--- src/rtl/edge_event_monitor_pkg.sv ---
// Shared types and sizing helpers for the edge event monitor.
// The event record layout is fixed by the localparams below.
package edge_event_monitor_pkg;

  localparam int C_SIG_NB     = 5;
  localparam int C_TS_WIDTH   = 32;
  localparam int C_FIFO_DEPTH = 16;
  localparam int C_DROP_WIDTH = 8;

  // Bit width needed to index n items, never less than one bit.
  function automatic int clog2_min1(input int n);
    int w;
    w = 1;
    while ((1 << w) < n) w++;
    return w;
  endfunction

  localparam int C_CHAN_W     = clog2_min1(C_SIG_NB);
  localparam int C_FIFO_LVL_W = $clog2(C_FIFO_DEPTH) + 1;

  typedef struct packed {
    logic [C_CHAN_W-1:0]   chan;
    logic                  rise;
    logic [C_TS_WIDTH-1:0] tstamp;
  } evt_rec_t;

endpackage

--- src/rtl/edge_event_monitor_evt_fifo.sv ---
// Synchronous FIFO of event records with a valid/ready read port.
// A push is accepted when not full, or when full and a pop happens in the same cycle.
module evt_fifo
  import edge_event_monitor_pkg::*;
#(
  parameter int  DEPTH = C_FIFO_DEPTH,
  localparam int AW    = $clog2(DEPTH),
  localparam int LVL_W = AW + 1
) (
  input  logic             clk,
  input  logic             rst_n,
  input  logic             i_push,
  input  evt_rec_t         i_data,
  output logic             o_push_ack,
  output logic             o_full,
  output logic             o_valid,
  input  logic             i_ready,
  output evt_rec_t         o_data,
  output logic [LVL_W-1:0] o_level
);

  evt_rec_t         mem_q [DEPTH];
  logic [AW-1:0]    wr_ptr_q, wr_ptr_d;
  logic [AW-1:0]    rd_ptr_q, rd_ptr_d;
  logic [LVL_W-1:0] level_q, level_d;
  logic             pop;

  // NOTE: combinational blocks use blocking '=' and assign every output first,
  // so each path has a defined value and no latch is inferred.
  always_comb begin
    o_full     = (level_q == LVL_W'(DEPTH));
    o_valid    = (level_q != '0);
    pop        = o_valid & i_ready;
    o_push_ack = i_push & (~o_full | pop);
    wr_ptr_d   = wr_ptr_q + AW'(o_push_ack);
    rd_ptr_d   = rd_ptr_q + AW'(pop);
    level_d    = level_q + LVL_W'(o_push_ack) - LVL_W'(pop);
    o_data     = o_valid ? mem_q[rd_ptr_q] : '0;
    o_level    = level_q;
  end

  // NOTE: sequential state uses non-blocking '<=' only.
  always_ff @(posedge clk or negedge rst_n) begin
    if (!rst_n) begin
      wr_ptr_q <= '0;
      rd_ptr_q <= '0;
      level_q  <= '0;
    end else begin
      wr_ptr_q <= wr_ptr_d;
      rd_ptr_q <= rd_ptr_d;
      level_q  <= level_d;
    end
  end

  // NOTE: storage has no reset; a slot is only read after it has been written,
  // and the head is forced to zero while the FIFO is empty.
  always_ff @(posedge clk) begin
    if (o_push_ack) mem_q[wr_ptr_q] <= i_data;
  end

endmodule

--- src/rtl/edge_event_monitor.sv ---
// Masked rising/falling edge monitor: one-cycle pulses plus timestamped records in a FIFO.
// Define EDGE_EVENT_MONITOR_SYNC_EN to add a 2-flop synchronizer on i_sig.
module edge_event_monitor
  import edge_event_monitor_pkg::*;
#(
  parameter int  SIG_NB     = C_SIG_NB,
  parameter int  TS_WIDTH   = C_TS_WIDTH,
  parameter int  FIFO_DEPTH = C_FIFO_DEPTH,
  parameter int  DROP_WIDTH = C_DROP_WIDTH,
  localparam int CHAN_W     = clog2_min1(SIG_NB),
  localparam int LVL_W      = $clog2(FIFO_DEPTH) + 1
) (
  input  logic                  clk,
  input  logic                  rst_n,
  input  logic                  i_enable,
  input  logic [SIG_NB-1:0]     i_rise_mask,
  input  logic [SIG_NB-1:0]     i_fall_mask,
  input  logic [SIG_NB-1:0]     i_sig,
  output logic [SIG_NB-1:0]     o_evt_pulse,
  output logic                  o_evt_valid,
  input  logic                  i_evt_ready,
  output logic [CHAN_W-1:0]     o_evt_chan,
  output logic                  o_evt_rise,
  output logic [TS_WIDTH-1:0]   o_evt_tstamp,
  output logic [LVL_W-1:0]      o_fifo_level,
  output logic                  o_overflow,
  output logic [DROP_WIDTH-1:0] o_drop_cnt,
  input  logic                  i_clr_overflow
);

  localparam int SUM_W = DROP_WIDTH + 7;
  localparam logic [DROP_WIDTH-1:0] DROP_MAX = '1;

  logic [SIG_NB-1:0]     sig_in;
  logic [SIG_NB-1:0]     sig_q, sig_d;
  logic                  first_done_q, first_done_d;
  logic [TS_WIDTH-1:0]   ts_q, ts_d;
  logic [SIG_NB-1:0]     pulse_q, pulse_d;
  logic [SIG_NB-1:0]     pend_q, pend_d;
  logic [SIG_NB-1:0]     pend_rise_q, pend_rise_d;
  logic [TS_WIDTH-1:0]   pend_ts_q [SIG_NB];
  logic [TS_WIDTH-1:0]   pend_ts_d [SIG_NB];
  logic                  overflow_q, overflow_d;
  logic [DROP_WIDTH-1:0] drop_cnt_q, drop_cnt_d;

  logic                  det_en;
  logic [SIG_NB-1:0]     det_rise, det_fall, det, drop, grant;
  logic                  arb_found, push_req, push_ack;
  logic                  fifo_full, head_valid;
  logic [LVL_W-1:0]      fifo_level;
  logic [SUM_W-1:0]      drop_n, drop_sum;
  evt_rec_t              wr_rec, head_rec;

`ifdef EDGE_EVENT_MONITOR_SYNC_EN
  logic [SIG_NB-1:0] sync1_q, sync2_q;

  always_ff @(posedge clk or negedge rst_n) begin
    if (!rst_n) begin
      sync1_q <= '0;
      sync2_q <= '0;
    end else begin
      sync1_q <= i_sig;
      sync2_q <= sync1_q;
    end
  end

  assign sig_in = sync2_q;
`else
  assign sig_in = i_sig;
`endif

  // The very first sample after reset only seeds the history register.
  assign det_en   = i_enable & first_done_q;
  assign det_rise = sig_in & ~sig_q & i_rise_mask & {SIG_NB{det_en}};
  assign det_fall = ~sig_in & sig_q & i_fall_mask & {SIG_NB{det_en}};
  assign det      = det_rise | det_fall;
  assign drop     = det & pend_q;

  // Fixed priority: lowest-index pending channel gets the single FIFO write slot.
  always_comb begin
    grant     = '0;
    arb_found = 1'b0;
    wr_rec    = '0;
    for (int i = 0; i < SIG_NB; i++) begin
      if (pend_q[i] && !arb_found) begin
        arb_found     = 1'b1;
        grant[i]      = 1'b1;
        wr_rec.chan   = C_CHAN_W'(i);
        wr_rec.rise   = pend_rise_q[i];
        wr_rec.tstamp = pend_ts_q[i];
      end
    end
    push_req = arb_found;
  end

  always_comb begin
    sig_d        = sig_in;
    first_done_d = 1'b1;
    ts_d         = ts_q + TS_WIDTH'(1);
    pulse_d      = det;
    pend_d       = (pend_q & ~(grant & {SIG_NB{push_ack}})) | (det & ~pend_q);
    pend_rise_d  = pend_rise_q;
    pend_ts_d    = pend_ts_q;
    drop_n       = '0;
    for (int i = 0; i < SIG_NB; i++) begin
      if (det[i] && !pend_q[i]) begin
        pend_rise_d[i] = det_rise[i];
        pend_ts_d[i]   = ts_q;
      end
      drop_n = drop_n + SUM_W'(drop[i]);
    end

    // A drop in the same cycle as a clear restarts the count from zero.
    drop_sum   = (i_clr_overflow ? '0 : SUM_W'(drop_cnt_q)) + drop_n;
    overflow_d = overflow_q;
    drop_cnt_d = drop_cnt_q;
    if (|drop) begin
      overflow_d = 1'b1;
      drop_cnt_d = (drop_sum > SUM_W'(DROP_MAX)) ? DROP_MAX : drop_sum[DROP_WIDTH-1:0];
    end else if (i_clr_overflow) begin
      overflow_d = 1'b0;
      drop_cnt_d = '0;
    end
  end

  always_ff @(posedge clk or negedge rst_n) begin
    if (!rst_n) begin
      sig_q        <= '0;
      first_done_q <= 1'b0;
      ts_q         <= '0;
      pulse_q      <= '0;
      pend_q       <= '0;
      pend_rise_q  <= '0;
      for (int i = 0; i < SIG_NB; i++) pend_ts_q[i] <= '0;
      overflow_q   <= 1'b0;
      drop_cnt_q   <= '0;
    end else begin
      sig_q        <= sig_d;
      first_done_q <= first_done_d;
      ts_q         <= ts_d;
      pulse_q      <= pulse_d;
      pend_q       <= pend_d;
      pend_rise_q  <= pend_rise_d;
      pend_ts_q    <= pend_ts_d;
      overflow_q   <= overflow_d;
      drop_cnt_q   <= drop_cnt_d;
    end
  end

  evt_fifo #(
    .DEPTH (FIFO_DEPTH)
  ) u_evt_fifo (
    .clk        (clk),
    .rst_n      (rst_n),
    .i_push     (push_req),
    .i_data     (wr_rec),
    .o_push_ack (push_ack),
    .o_full     (fifo_full),
    .o_valid    (head_valid),
    .i_ready    (i_evt_ready),
    .o_data     (head_rec),
    .o_level    (fifo_level)
  );

  assign o_evt_pulse  = pulse_q;
  assign o_evt_valid  = head_valid;
  assign o_evt_chan   = head_rec.chan;
  assign o_evt_rise   = head_rec.rise;
  assign o_evt_tstamp = head_rec.tstamp;
  assign o_fifo_level = fifo_level;
  assign o_overflow   = overflow_q;
  assign o_drop_cnt   = drop_cnt_q;

endmodule

--- config.mk ---
export PLATFORM = sky130hd
export DESIGN_NAME = edge_event_monitor
export DESIGN_NICKNAME = d
export VERILOG_FILES = /design/src/rtl/edge_event_monitor_pkg.sv /design/src/rtl/edge_event_monitor_evt_fifo.sv /design/src/rtl/edge_event_monitor.sv
export SDC_FILE = /design/constraint.sdc
export NUM_CORES = 1
export LEC_CHECK = 0
export CORE_ASPECT_RATIO = 1.1
export CORE_MARGIN = 2
export CORE_UTILIZATION = 35
export CTS_CLUSTER_SIZE = 20
export DETAILED_ROUTE_END_ITERATION = 16
export SYNTH_ARGS = -nofsm -noshare
export SYNTH_HDL_FRONTEND = slang
export SYNTH_SLANG_ARGS = --single-unit
export TNS_END_PERCENT = 30
--- constraint.sdc ---
create_clock -name clk -period 5.98 [get_ports clk]
set_clock_uncertainty 0.1 [all_clocks]
set_input_delay 1.196 -clock clk [delete_from_list [all_inputs] [get_ports clk]]
set_output_delay 1.196 -clock clk [all_outputs]
set_load 0.005 [all_outputs]
==> Word-level counts from Yosys, hierarchy flattened <==
Memory sizes are Yosys's and may differ from the RTL's.
Cells that the tools add are included.
Widths: inputs -> output; s select.
{ "word_totals": {"ff_bits": 235, "n_memories": 1, "out_inout_bits": 56, "ram_bits": 576, "wordCells": 98, "in_bits": 20} }
{ "mem_list": {"columns": ["memory", "depth", "word_bits", "read_ports", "rd_ports_with_merged_regs", "wr", "line", "rtl"], "rows": [
  ["u_evt_fifo.mem_q", 16, 36, 1, 0, 1, "edge_event_monitor_evt_fifo.sv:22", "evt_rec_t mem_q [DEPTH];"]
]} }
{ "classes": {"n_reduce_logical": 21, "mux": 23, "magnitude_cmp": 1, "bitwise_logic": 21, "addsub": 10, "n_eq_ne": 1} }
{ "ops": {"columns": ["cell", "n"], "rows": [
  ["$mux 36", 5],
  ["$and 5x5->5", 10],
  ["$mux 33", 1],
  ["$add 32x1->32 const B", 1],
  ["$mux 8", 4],
  ["$not 5->5", 4],
  ["$mux 1", 13],
  ["$or 5x5->5", 2],
  ["$add 8x5->9", 1],
  ["$gt 9x8->1 const B", 1],
  ["$logic_and 1x1->1", 9],
  ["$logic_not 1->1", 9],
  ["$add 4x1->4", 2],
  ["$add 4x1->5", 1],
  ["$add 5x1->5", 1],
  ["$eq 5x5->1 const B", 1],
  ["$reduce_bool 5->1", 1],
  ["$reduce_or 5->1", 1],
  ["$sub 5x1->5", 1],
  ["$add 3x1->4", 1],
  ["$add 2x1->3", 1],
  ["$and 1x1->1", 3],
  ["$add 1x1->2", 1],
  ["$reduce_bool 2->1", 1],
  ["other kinds (2)", 2]
]} }

==> Depth between registers and ports, before layout <==
{ "logic_depth": {"word_depth": 18, "ltp_mapped": 15, "ltp_nobuf": 14} }

==> Cells and area by module <==
A second synthesis with hierarchy kept.
{ "unflattened": {"hier_cells": 1851, "hier_area_um2": 32503.7} }
{ "by_module_without_submodules": {"columns": ["mod", "seq_area_each_um2", "cells_per_inst", "area_each_um2", "n_inst"], "rows": [
  ["evt_fifo", 17621.9, 1081, 22607.9, 1],
  ["edge_event_monitor", 5555.3, 770, 9895.7, 1]
]} }

==> Worst setup path after synthesis <==
OpenSTA, ideal clock, no wires.
{ "synth_path": {"path_kind": "input port to flip-flop", "start": "input i_evt_ready", "end": "memory u_evt_fifo.mem_q[0][0] (netlist bit) (enable)", "t_required_ns": 5.406, "path_stages": 4, "t_arrival_ns": 4.583, "setup_time_ns": 0.474, "path_buffers": 0, "path_slack_ns": 0.823, "path_cell_list": "nand4b_1 o21a_1 or3b_2 nor3_1"} }
{ "synth_via": {"elab_chain_len": 5} }
{ "synth_lines": {"columns": ["item", "line", "rtl"], "rows": [
  ["start: declaration", "edge_event_monitor.sv:21", "input logic i_evt_ready,"],
  ["$and 1x1->1", "edge_event_monitor_evt_fifo.sv:33", "pop = o_valid & i_ready;"],
  ["$or 1x1->1", "edge_event_monitor_evt_fifo.sv:34", "o_push_ack = i_push & (~o_full | pop);"],
  ["$and 1x1->1", "edge_event_monitor_evt_fifo.sv:34", null],
  ["$mux 1", "edge_event_monitor_evt_fifo.sv:58", "if (o_push_ack) mem_q[wr_ptr_q] <= i_data;"],
  ["$mux 1 (implied by the code)", "edge_event_monitor_evt_fifo.sv:58", null],
  ["end: declaration", "edge_event_monitor_evt_fifo.sv:22", null]
]} }
No other way between the ends.

==> Worst setup path in the final report <==
{ "layout_path": {"start": "register u_evt_fifo.rd_ptr_q[1]", "end": "output o_evt_chan[2]"} }
{ "layout_via": {"elab_chain_len": 2} }
{ "layout_lines": {"columns": ["item", "line", "rtl"], "rows": [
  ["start: declaration", "edge_event_monitor_evt_fifo.sv:24", "logic [AW-1:0] rd_ptr_q, rd_ptr_d;"],
  ["start signal: assignment", "edge_event_monitor_evt_fifo.sv:50", "rd_ptr_q <= rd_ptr_d;"],
  ["$mem_v2 16x36", null, null],
  ["$mux 36", "edge_event_monitor_evt_fifo.sv:38", "o_data = o_valid ? mem_q[rd_ptr_q] : '0;"],
  ["end: declaration", "edge_event_monitor.sv:22", "output logic [CHAN_W-1:0] o_evt_chan,"]
]} }
No other way between the ends.

==> run_results.csv <==
group,metric,value,unit
cts,clock_latency,0.60,ns
synth,avgSynthCellArea,16.9,µm²
floorplan,rows,117,
cts,htreeDepth,3,
floorplan,core-area,92800,µm²
pwr,powerDensity,463,nW/µm²
placed_design,routabilityCongestion,0.751,
floorplan,initial_utilization,35.4,%
job,max-cap-violations,0,
cells_and_area,drive_above_1_share,21.4,%
detailed_routing,met2_length,37.6,mm
floorplan,dieHeight,325,µm
detailed_routing,dr.pass1.iters,5,
critical_path,path_class,"flip-flop to output port",
cts,clk_pin_slew,0.06,ns
placed_design,port_buffers,75,
cells_and_area,fin_area,37700,µm²
cts,numCtsBuffers,81,
critical_path,setup.worst_path.start_class,"flip-flop",
pwr,power.leakage,14.2,nW
synth,netlist_area,32800,µm²
synth,synth_edf_count,576,
pwr,p_total,0.0174,W
sta,hold_viol_final,0,
pwr,ir_drop,293,µV
floorplan,die_area,96300,µm²
global_routing,antenna_found_initial,1,
detailed_routing,met3WireLength,3.47,mm
cells_and_area,regArea,23200,µm²
critical_path,worst_setup_path_end_kind,"output port",
sta,slew_violations,0,
floorplan,ios,76,
placed_design,dpl_cell_area,35100,µm²
cells_and_area,finalNonFillerCells,3326,
synth,syn_inst,1937,
cts,cts_tree,"built",
synth,synthArstFlopShare,29.0,%
placed_design,dp_cells,3176,
cells_and_area,nNetsFinal,2050,
synth,yosysUniqueCellTypes,58,
synth,yosys-top-cells-area,"edfxtp_1 (53%), dfrtp_1 (18%), mux2_2 (5.5%)",
sta,finalSetupTns,0,ns
detailed_routing,routed_via_density,5.28,
cts,clock_path_buffers,3,
floorplan,die_w,296,µm
cts,numClockSinks,811,
worst_hold_path,hp-class,"flip-flop to flip-flop",
critical_path,cp.required,4.68,ns
cells_and_area,final_util,40.6,%
synth,synth_top_cell_by_area,"edfxtp_1",
synth,yosysMostFrequentCell,"edfxtp_1",
sta,timing.final.crit_share,87.0,%
detailed_routing,drc_errors,0,
cells_and_area,fill_cells,8391,
synth,yosys_warnings,0,
global_routing,grt_pass1_vias,18457,
global_routing,grtUsageTotal,15.7,%
sta,rsz0062_at_grt,"no",
detailed_routing,vias,17560,
sta,finalSetupViolations,0,
critical_path,critical_path_arrival,3.91,ns
critical_path,cp_max_fo,39,
detailed_routing,highest_layer,"met4",
cts,post_cts_buffers,0,
cts,cts_hold_buffers,0,
cells_and_area,area_growth,14.8,%
outcome,status,"completed",
cts,cts_resized,0,
sta,tightest_slew,1.10,ns
synth,synth_fp_nets,1977,
sta,period_minus_slack,5.20,ns
cells_and_area,multi_input_area,9000,µm²
detailed_routing,wl_per_cell,22.7,µm
sta,relSlewSlack,26.3,%
global_routing,grt_pass1_wl,115,mm
global_routing,grt_max_degree,137,
synth,synth_top_area_share,52.7,%
sta,fmax,192,MHz
detailed_routing,met1Wirelength,32.5,mm
synth,synth_flop_cell,"edfxtp_1",
detailed_routing,ant_nets,0,
synth,synth-seq-area-share,70.6,%
synth,yosys-top-cells-count,"edfxtp_1 (576), dfrtp_1 (235), mux2_2 (160), mux2i_1 (146), nand2_1 (92)",
cts,cts_root_buf,"clkbuf_16",
synth,ys_seq_elements,811,
global_routing,grt_remaining_overflow,0,
detailed_routing,wirelength,75.4,mm
placed_design,dp.final_hpwl,42.2,mm
detailed_routing,first_iter_violations,1307,
[critical path: stages (launching register included)]
cell	delay, ns
dfrtp_4	0.63
nand2b_2	0.73
buf_12	0.45
o221ai_1	0.27
o32a_1	0.18
nand2_1	0.05
a21oi_1	0.38
clkdlybuf4s50_1	0.60
[cells by family (layout without fill, tap and decap cells)]
family,after synthesis,in the layout,synth area share [%]
flip-flops,811,811,70.6
multiplexers,378,378,14.9
AO/OA/AOI/OAI,316,316,6.86
AND/OR/NAND/NOR,212,212,3.31
buffers and inverters,160,299,2.44
XOR/XNOR,39,39,1.04
adder cells (fa/ha/maj),20,20,0.854
other,1,2,0.0114
[metal layers]
layer | track usage (%) | up-vias
met1 | 20.8 | 9222
met3 | 2.32 | 131
met4 | 5.08 | 0
li1 | - | 7747
met5 | 0 | -
met2 | 26.6 | 460
[area by class of cell]
cell class	instances	share of cell area [%]
diodes	1	0.00664
clock buffers	112	6.04
clock inverters	37	0.827
inverters	27	0.269
multi-input cells	966	23.9
flip-flops and latches	811	61.6
well taps	1249	4.15
repair buffers	123	3.26
[power breakdown]
group	leakage, nW	internal (W)	switching [W]	total (W)
logic	4.11	0.00215	0.00294	0.00509
registers	8.83	0.00701	0.000421	0.00743
clock network	1.28	0.00284	0.00207	0.00491
[worst paths after layout]
path	start	to	slack, ns	cells after the start
worst max-delay path	u_evt_fifo.rd_ptr_q[1]	o_evt_chan[2]	0.78	7
worst min-delay path	pend_rise_q[0]	pend_rise_q[0]	0.40	2
worst max register to register	sig_q[1]	o_drop_cnt[5]	2.17	14
worst min register to register	pend_rise_q[0]	pend_rise_q[0]	0.40	2
max in group asynchronous	rst_n	pend_q[0]	3.75	2
min in group asynchronous	rst_n	pend_ts_q[112]	0.61	1
[stage by stage]
stage / setup WS (ns) / hold slack, ns
2_1_floorplan: 0.823 / 0.356
3_3_place_gp: 1.02 / 0.374
3_5_place_dp: 0.874 / 0.381
4_1_cts: 0.762 / 0.397
5_1_grt: 0.656 / 0.415
6_report: 0.776 / 0.396
[state kept, by name, indices dropped and copies added (netlist names)]
signal / flops
o_drop_cnt: 8
first_done_q: 1
u_evt_fifo.wr_ptr_q: 4
o_evt_pulse: 5
u_evt_fifo.o_level: 5
pend_rise_q: 5
u_evt_fifo.mem_q: 576
ts_q: 32
sig_q: 5
o_overflow: 1
pend_ts_q: 160
u_evt_fifo.rd_ptr_q: 4
pend_q: 5
[cell usage in the layout (no fill, tap or decap), types with 21 or more instances in the layout]
master and instances:
o22ai_1 36, nor2_1 23, mux2i_1 146, clkbuf_16 82, mux4_2 72, edfxtp_1 576, o221ai_1 36, inv_1 27
buf_4 39, a22oi_1 33, a21oi_1 49, nand3_1 21, o21ai_0 70, xnor2_1 23, o32a_1 36, clkdlybuf4s50_1 74
a221o_1 33, nand2_1 91, dfrtp_1 230, mux2_2 160
Note: power is estimated with default switching activity, not from simulation.
